[config.mk]
export PLATFORM = sky130hd
export DESIGN_NAME = pipeline_hazard_ctrl_flat
export DESIGN_NICKNAME = d
export VERILOG_FILES = /design/src/rtl/pipeline_hazard_ctrl_if.sv /design/src/rtl/pipeline_hazard_ctrl.sv /design/src/flat_wrapper.sv
export SDC_FILE = /design/constraint.sdc
export NUM_CORES = 1
export LEC_CHECK = 0
export ABC_CLOCK_PERIOD_IN_PS = 2600
export BUFFER_PORTS_ARGS = -buffer_cell sky130_fd_sc_hd__buf_2
export CAP_MARGIN = 10
export CORE_AREA = 2 2 39 41
export DETAILED_ROUTE_END_ITERATION = 8
export DIE_AREA = 0 0 41 43
export PLACE_DENSITY = 0.55
export SLEW_MARGIN = 20
export SYNTH_ARGS = -nofsm -noshare
export SYNTH_HDL_FRONTEND = slang
export SYNTH_SLANG_ARGS = --single-unit
[constraint.sdc]
create_clock -name clk_i -period 2.6 [get_ports clk_i]
set_input_delay 0.26 -clock clk_i [delete_from_list [all_inputs] [get_ports clk_i]]
set_output_delay 0.26 -clock clk_i [all_outputs]
set_load 0.03 [all_outputs]
[src/rtl/pipeline_hazard_ctrl_if.sv]
// Hazard-control bundle between the pipeline datapath (master) and the hazard controller (slave).
// The counter signals exist only when HAZARD_PERF_CNT_EN is defined.
interface pipeline_hazard_ctrl_if #(
  parameter int REG_AW = 5,
  parameter int CNT_W  = 16
);
  logic [REG_AW-1:0] ID_Rs1;
  logic [REG_AW-1:0] ID_Rs2;
  logic              ID_UseRs1;
  logic              ID_UseRs2;
  logic [REG_AW-1:0] EX_Rd;
  logic              EX_MemRead;
  logic              EX_BranchTaken;
  logic              MEM_Busy;
  logic              NoOp;
  logic              PCWrite;
  logic              Stall;
  logic              Freeze;
  logic              Flush;
`ifdef HAZARD_PERF_CNT_EN
  logic [CNT_W-1:0]  LoadStallCnt;
  logic [CNT_W-1:0]  MemStallCnt;
  logic [CNT_W-1:0]  FlushCnt;
`endif

  modport master (
    output ID_Rs1, ID_Rs2, ID_UseRs1, ID_UseRs2, EX_Rd, EX_MemRead, EX_BranchTaken, MEM_Busy,
    input  NoOp, PCWrite, Stall, Freeze, Flush
`ifdef HAZARD_PERF_CNT_EN
    , LoadStallCnt, MemStallCnt, FlushCnt
`endif
  );

  modport slave (
    input  ID_Rs1, ID_Rs2, ID_UseRs1, ID_UseRs2, EX_Rd, EX_MemRead, EX_BranchTaken, MEM_Busy,
    output NoOp, PCWrite, Stall, Freeze, Flush
`ifdef HAZARD_PERF_CNT_EN
    , LoadStallCnt, MemStallCnt, FlushCnt
`endif
  );
endinterface

[src/rtl/pipeline_hazard_ctrl.sv]
// Load-use / branch / memory-busy hazard controller for an in-order pipeline.
// Optional saturating performance counters are built when HAZARD_PERF_CNT_EN is defined.
module pipeline_hazard_ctrl #(
  parameter int REG_AW   = 5,
  parameter int LOAD_LAT = 1,
  parameter int CNT_W    = 16
) (
  input  logic                   clk_i,
  input  logic                   rst_i,
  pipeline_hazard_ctrl_if.slave  hz
);
  localparam int CW = $clog2(LOAD_LAT + 1);

  typedef enum logic {IDLE, LOAD_STALL} state_e;

  state_e          state_q, state_d;
  logic [CW-1:0]   cnt_q, cnt_d;
  logic [REG_AW-1:0] ex_rd, id_rs1, id_rs2;
  logic            hit;
  logic            noop, pc_write, stall, freeze, flush;

  assign ex_rd  = hz.EX_Rd;
  assign id_rs1 = hz.ID_Rs1;
  assign id_rs2 = hz.ID_Rs2;

  // x0 is hardwired zero, so it can never carry a load-use dependency
  assign hit = hz.EX_MemRead && (ex_rd != '0) &&
               ((hz.ID_UseRs1 && (id_rs1 == ex_rd)) ||
                (hz.ID_UseRs2 && (id_rs2 == ex_rd)));

  always_comb begin
    state_d  = state_q;
    cnt_d    = cnt_q;
    noop     = 1'b0;
    pc_write = 1'b1;
    stall    = 1'b0;
    freeze   = 1'b0;
    flush    = 1'b0;
    if (rst_i) begin
      state_d = IDLE;
      cnt_d   = '0;
    end else if (hz.MEM_Busy) begin
      freeze   = 1'b1;
      stall    = 1'b1;
      pc_write = 1'b0;
    end else if (state_q == LOAD_STALL) begin
      noop     = 1'b1;
      stall    = 1'b1;
      pc_write = 1'b0;
      cnt_d    = cnt_q - CW'(1);
      if (cnt_q == CW'(1)) state_d = IDLE;
    end else if (hz.EX_BranchTaken) begin
      flush = 1'b1;
    end else if (hit) begin
      noop     = 1'b1;
      stall    = 1'b1;
      pc_write = 1'b0;
      // the detecting cycle is the first bubble; the rest are counted out in LOAD_STALL
      if (LOAD_LAT > 1) begin
        state_d = LOAD_STALL;
        cnt_d   = CW'(LOAD_LAT - 1);
      end
    end
  end

  always_ff @(posedge clk_i) begin
    if (rst_i) begin
      state_q <= IDLE;
      cnt_q   <= '0;
    end else begin
      state_q <= state_d;
      cnt_q   <= cnt_d;
    end
  end

  assign hz.NoOp    = noop;
  assign hz.PCWrite = pc_write;
  assign hz.Stall   = stall;
  assign hz.Freeze  = freeze;
  assign hz.Flush   = flush;

`ifdef HAZARD_PERF_CNT_EN
  logic [CNT_W-1:0] load_stall_cnt_q, mem_stall_cnt_q, flush_cnt_q;

  always_ff @(posedge clk_i) begin
    if (rst_i) begin
      load_stall_cnt_q <= '0;
      mem_stall_cnt_q  <= '0;
      flush_cnt_q      <= '0;
    end else begin
      if (noop && !(&load_stall_cnt_q))  load_stall_cnt_q <= load_stall_cnt_q + CNT_W'(1);
      if (freeze && !(&mem_stall_cnt_q)) mem_stall_cnt_q  <= mem_stall_cnt_q + CNT_W'(1);
      if (flush && !(&flush_cnt_q))      flush_cnt_q      <= flush_cnt_q + CNT_W'(1);
    end
  end

  assign hz.LoadStallCnt = load_stall_cnt_q;
  assign hz.MemStallCnt  = mem_stall_cnt_q;
  assign hz.FlushCnt     = flush_cnt_q;
`endif
endmodule
[src/flat_wrapper.sv]
// flat-port wrapper written by rule: the top's interface ports become plain ports
module pipeline_hazard_ctrl_flat 
#(
  parameter int REG_AW   = 5,
  parameter int LOAD_LAT = 1,
  parameter int CNT_W    = 16
)
  (clk_i, rst_i, hz_ID_Rs1, hz_ID_Rs2, hz_ID_UseRs1, hz_ID_UseRs2, hz_EX_Rd, hz_EX_MemRead, hz_EX_BranchTaken, hz_MEM_Busy, hz_NoOp, hz_PCWrite, hz_Stall, hz_Freeze, hz_Flush);
  pipeline_hazard_ctrl_if #(.REG_AW(REG_AW), .CNT_W(CNT_W)) hz_i ();
  input  logic clk_i;
  input  logic rst_i;
  input wire logic [$bits(hz_i.ID_Rs1)-1:0] hz_ID_Rs1;
  input wire logic [$bits(hz_i.ID_Rs2)-1:0] hz_ID_Rs2;
  input wire logic [$bits(hz_i.ID_UseRs1)-1:0] hz_ID_UseRs1;
  input wire logic [$bits(hz_i.ID_UseRs2)-1:0] hz_ID_UseRs2;
  input wire logic [$bits(hz_i.EX_Rd)-1:0] hz_EX_Rd;
  input wire logic [$bits(hz_i.EX_MemRead)-1:0] hz_EX_MemRead;
  input wire logic [$bits(hz_i.EX_BranchTaken)-1:0] hz_EX_BranchTaken;
  input wire logic [$bits(hz_i.MEM_Busy)-1:0] hz_MEM_Busy;
  output wire logic [$bits(hz_i.NoOp)-1:0] hz_NoOp;
  output wire logic [$bits(hz_i.PCWrite)-1:0] hz_PCWrite;
  output wire logic [$bits(hz_i.Stall)-1:0] hz_Stall;
  output wire logic [$bits(hz_i.Freeze)-1:0] hz_Freeze;
  output wire logic [$bits(hz_i.Flush)-1:0] hz_Flush;
  assign hz_i.ID_Rs1 = hz_ID_Rs1;
  assign hz_i.ID_Rs2 = hz_ID_Rs2;
  assign hz_i.ID_UseRs1 = hz_ID_UseRs1;
  assign hz_i.ID_UseRs2 = hz_ID_UseRs2;
  assign hz_i.EX_Rd = hz_EX_Rd;
  assign hz_i.EX_MemRead = hz_EX_MemRead;
  assign hz_i.EX_BranchTaken = hz_EX_BranchTaken;
  assign hz_i.MEM_Busy = hz_MEM_Busy;
  assign hz_NoOp = hz_i.NoOp;
  assign hz_PCWrite = hz_i.PCWrite;
  assign hz_Stall = hz_i.Stall;
  assign hz_Freeze = hz_i.Freeze;
  assign hz_Flush = hz_i.Flush;
  pipeline_hazard_ctrl #(.REG_AW(REG_AW), .LOAD_LAT(LOAD_LAT), .CNT_W(CNT_W)) u_core (.clk_i(clk_i), .rst_i(rst_i), .hz(hz_i));
endmodule
======== Yosys cells after proc, flatten, opt, wreduce, memory -nomap -nowiden ========
Cells that the tools add are included.
operators by class
  shifts and indexed selects .............. 0
  reduce and logical (&&, ||, !) cells .... 7
  multipliers ............................. 0
  add/sub/neg operators ................... 1
  equality and inequality tests ........... 2
  bitwise operators ....................... 1
  mux-type cells .......................... 20
  div/mod/pow operators ................... 0
  order comparisons ....................... 0
operators with widths
  operator                                  number
  2-to-1 mux 1 bit                          20
  equality test 5 bit                       2
  nonzero test 5 bit                        1
  logical AND 1 bit                         4
  AND reduction 2 bit                       1
  logical OR 1 bit                          1
  inverter 1 bit                            1
  subtractor 1 bit (second input constant)  1
word-level totals
  bits in latches ......................... 0
  flip-flop bits (word level) ............. 2
  memories kept ........................... 0
  output and inout bits ................... 5
  ROM bits ................................ 0
  RAM bits ................................ 0

======== Logic depth before layout (Yosys ltp) ========
  depth after elaboration ................. 9
  gate-level depth with buffers ........... 4

======== Least setup slack after synthesis ========
No wires, ideal clock.
  path kind ............................... input to output
  start point ............................. input port hz_EX_Rd[3]
  end point ............................... output port hz_Stall
  path slack .............................. 809 ps
  arrival time ............................ 1531 ps
  cell stages on the path ................. 4
  buffers on the path ..................... 0
  path through ............................ xor2_1 -> nor4_1 -> a32oi_1 -> o21ai_0
between the ends
  cells in the longest elaborated chain, start to end .. 9
ends and longest elaborated chain
  item                                    line                                                    source
  from (decl)                             flat_wrapper.sv:16                                      input wire logic [$bits(hz_i.EX_Rd)-1:0] hz_EX_Rd;
  equality test 5 bit (on tied branches)  pipeline_hazard_ctrl.sv:28, pipeline_hazard_ctrl.sv:29
  logical AND 1 bit (on tied branches)    pipeline_hazard_ctrl.sv:28, pipeline_hazard_ctrl.sv:29
  logical OR 1 bit                        pipeline_hazard_ctrl.sv:28                              ((hz.ID_UseRs1 && (id_rs1 == ex_rd)) ||
  logical AND 1 bit (*)                   pipeline_hazard_ctrl.sv:27                              assign hit = hz.EX_MemRead && (ex_rd != '0) &&
  2-to-1 mux 1 bit (*)                    pipeline_hazard_ctrl.sv:54                              end else if (hit) begin
  2-to-1 mux 1 bit (*)                    pipeline_hazard_ctrl.sv:52                              end else if (hz.EX_BranchTaken) begin
  2-to-1 mux 1 bit (*)                    pipeline_hazard_ctrl.sv:46                              end else if (state_q == LOAD_STALL) begin
  2-to-1 mux 1 bit (*)                    pipeline_hazard_ctrl.sv:42                              end else if (hz.MEM_Busy) begin
  2-to-1 mux 1 bit (*)                    pipeline_hazard_ctrl.sv:39                              if (rst_i) begin
  to (decl)                               flat_wrapper.sv:22                                      output wire logic [$bits(hz_i.Stall)-1:0] hz_Stall;
Every way passes the cells marked *; elsewhere a longest branch is shown, timed or not.

======== Worst setup path after layout ========
  start point ............................. input port hz_EX_Rd[1]
  end point ............................... output port hz_NoOp
between the ends
  cells in the longest elaborated chain, start to end .. 9
ends and longest elaborated chain
  item                                    line                                                    source
  equality test 5 bit (on tied branches)  pipeline_hazard_ctrl.sv:28, pipeline_hazard_ctrl.sv:29
  logical AND 1 bit (on tied branches)    pipeline_hazard_ctrl.sv:28, pipeline_hazard_ctrl.sv:29
  logical OR 1 bit                        pipeline_hazard_ctrl.sv:28
  logical AND 1 bit (*)                   pipeline_hazard_ctrl.sv:27
  2-to-1 mux 1 bit (*)                    pipeline_hazard_ctrl.sv:54
  2-to-1 mux 1 bit (*)                    pipeline_hazard_ctrl.sv:52
  2-to-1 mux 1 bit (*)                    pipeline_hazard_ctrl.sv:46
  2-to-1 mux 1 bit (*)                    pipeline_hazard_ctrl.sv:42
  2-to-1 mux 1 bit (*)                    pipeline_hazard_ctrl.sv:39
  to (decl)                               flat_wrapper.sv:20                                      output wire logic [$bits(hz_i.NoOp)-1:0] hz_NoOp;
Marks and branches as above.

==> flow_metrics.py <==
metrics = {
    "sta": {
        "timing.slew.headroom_pct": 81.6,
        "fin_crit_sh_pct": 66.8,
        "fin_ws_ns": 0.864,
        "rsz0062_at_grt": "false",
        "tightest_slew_ns": 0.276,
        "hold_ws_ns": 0.253,
        "maxSlewViolCount": 0,
        "hold_violations": 0,
        "fin_crit_ns": 1.74,
        "skew_ns": 0.00317,
        "final.setup.tns_ns": 0,
        "finalSetupViolCount": 0,
        "timing.fmax_mhz": 576,
    },
    "clock_network": {
        "cts_buffers": 3,
        "tritoncts": "built",
        "htreeDepth": 1,
        "post-cts-setup-buffers": 0,
        "clock_latency_ns": 0.22,
        "cts.sinks": 2,
        "cts_root_buffer": "clkbuf_4",
        "postCtsHoldBufs": 0,
        "clk_pin_slew_worst_paths_ns": 0.03,
        "cts-resized-gates": 0,
        "clk_path_buf_depth": 2,
    },
    "floorplanning": {
        "rows": 14,
        "die_h_um": 43,
        "coreArea_um2": 1380,
        "io_pins": 27,
        "die_w_um": 41,
        "initial_core_util_pct": 18.6,
        "dieArea_um2": 1760,
    },
    "power_and_ir_drop": {
        "total_power_mw": 0.150,
        "p_leak_nw": 0.209,
        "irDropWorstVdd_v": 0.000215,
        "p_per_area_nw_per_um2": 348,
    },
    "cells_and_area": {
        "final_common_cell": "buf_2",
        "fill_cells": 157,
        "final_nets": 85,
        "seq_area_um2": 40.0,
        "antennaDiodeCount": 0,
        "layout-drive-gt1-share_pct": 49.2,
        "syn2layout_area_growth_pct": 67.0,
        "multi_input_area_um2": 214,
        "instances_no_fill": 77,
        "final_cell_mix": "buf_2 (26), xor2_1 (8), nor2_1 (3), xnor2_1 (3), clkbuf_4 (3)",
    },
    "route": {
        "drtIter0Drc": 1,
        "vias": 317,
        "first_pass_iters": 3,
        "wl_um": 693,
        "drtAntennaViolNets": 0,
        "drc": 0,
        "via_per_inst": 4.12,
        "wl_per_cell_um": 9.00,
    },
    "synthesis": {
        "synthAdderAreaFrac_pct": 0,
        "synthMuxAreaShare_pct": 0,
        "synth-compound-area-share_pct": 17.5,
        "synth_top_area_share_pct": 27.2,
        "yosys.area_share.simple_pct": 28.2,
        "syn_inst": 32,
        "syn_area_um2": 258,
        "syn_nets": 54,
        "synth_top_area_cell": "xor2_1",
        "ys_seq_area_share_pct": 15.5,
        "yosysWarnings": 0,
        "ys_seq_elements": 2,
        "avgSynthCellArea_um2": 8.05,
        "synth_top_family_by_area": "XOR/XNOR gates",
        "ys_top_cells_by_area": "xor2_1 (27%), dfxtp_1 (16%), xnor2_1 (10%)",
        "synth_xor_area_share_pct": 37.4,
        "synth_cell_types": 18,
    },
    "setup_path": {
        "crit_type": "primary input to primary output",
        "crit_fanout": 3,
        "cp.required_ns": 2.34,
        "end_kind": "primary output",
        "cp.arrival_ns": 1.48,
        "rr_worst_depth": 3,
        "cp-start-kind": "primary input",
    },
    "global_routing": {
        "grt_pass1_wl_mm": 1.07,
        "grt_max_degree": 6,
        "grt_pass1_vias": 287,
        "grt_usage_pct": 9.42,
        "antenna_found_initial": 0,
        "overflow": 0,
    },
    "placed_design": {
        "dpl_worst_slack_ns": 0.852,
        "io_buffers": 26,
        "place_inst": 74,
        "place_congestion": 0.689,
    },
    "min_path": {
        "worstHoldPathType": "primary input to flop",
        "whs_path_depth": 2,
    },
    "flow_run": {
        "maxCapViolCount": 0,
    },
    "outcome": {
        "status": "finished, final reports clean",
    },
}
-- report_power, final --
part / internal [mW] / total (mW) / switching (mW) / leakage [nW]
clock: 0.0509 / 0.0681 / 0.0172 / 0.0138
combinational: 0.0247 / 0.0506 / 0.0259 / 0.179
sequential: 0.0309 / 0.0309 / 0 / 0.0161
-- flip-flops by register name (all words and copies together) (netlist names) --
name            cells
u_core.state_q      1
u_core.cnt_q        1
-- cell families after synthesis --
kind of cell / after synthesis
AND/OR/NAND/NOR: 12
XOR/XNOR: 11
AO/OA/AOI/OAI: 6
flip-flops: 2
buffers and inverters: 1
-- final cells by class --
type | instances | share of cell area, %
Multi-Input combinational cell | 29 | 49.7
Tap cell | 16 | 4.65
Inverter | 1 | 0.872
Clock buffer | 3 | 5.23
Sequential cell | 2 | 9.30
Timing Repair Buffer | 26 | 30.2
-- path summary, 6_finish.rpt --
| check | from | endpoint | slack (ns) |
|---|---|---|---|
| min reg2reg | u_core.cnt_q | u_core.state_q | 0.44 |
| max reg2reg | u_core.state_q | u_core.cnt_q | 1.80 |
| min | rst_i | u_core.cnt_q | 0.25 |
| max | hz_EX_Rd[1] | hz_NoOp | 0.86 |
-- synthesized netlist by cell type --
cell / count
or2b_1: 1
xnor2_1: 3
a32oi_1: 1
o22ai_1: 1
inv_1: 1
nor2b_1: 2
o21ai_0: 1
nand2b_1: 1
xor2_1: 8
nor4_1: 2
o211ai_2: 1
a21oi_1: 1
dfxtp_1: 2
nor4b_1: 1
or4_1: 1
nor2_1: 3
o21a_1: 1
and2_0: 1
-- stage by stage --
stage	cell area [um2]	utilization, %
5_1_grt	430	31.1
2_1_floorplan	258	-
4_1_cts	430	31.1
3_3_place_gp	408	29.5
3_5_place_dp	408	29.5
6_report	430	31.1
-- worst max-delay path, cell delays in order --
cell      delay [ns]
buf_2           0.12
or4_1           0.53
o211ai_2        0.19
or2b_1          0.12
o22ai_1         0.07
buf_2           0.19
-- metal layers --
layer | share of wire [%] | global-route usage [%]
met5 | 0 | 0
met4 | 0 | 8.00
met3 | 8.9 | 4.71
met2 | 47 | 12.5
met1 | 44 | 10.5
(Power assumes the default switching activity.)
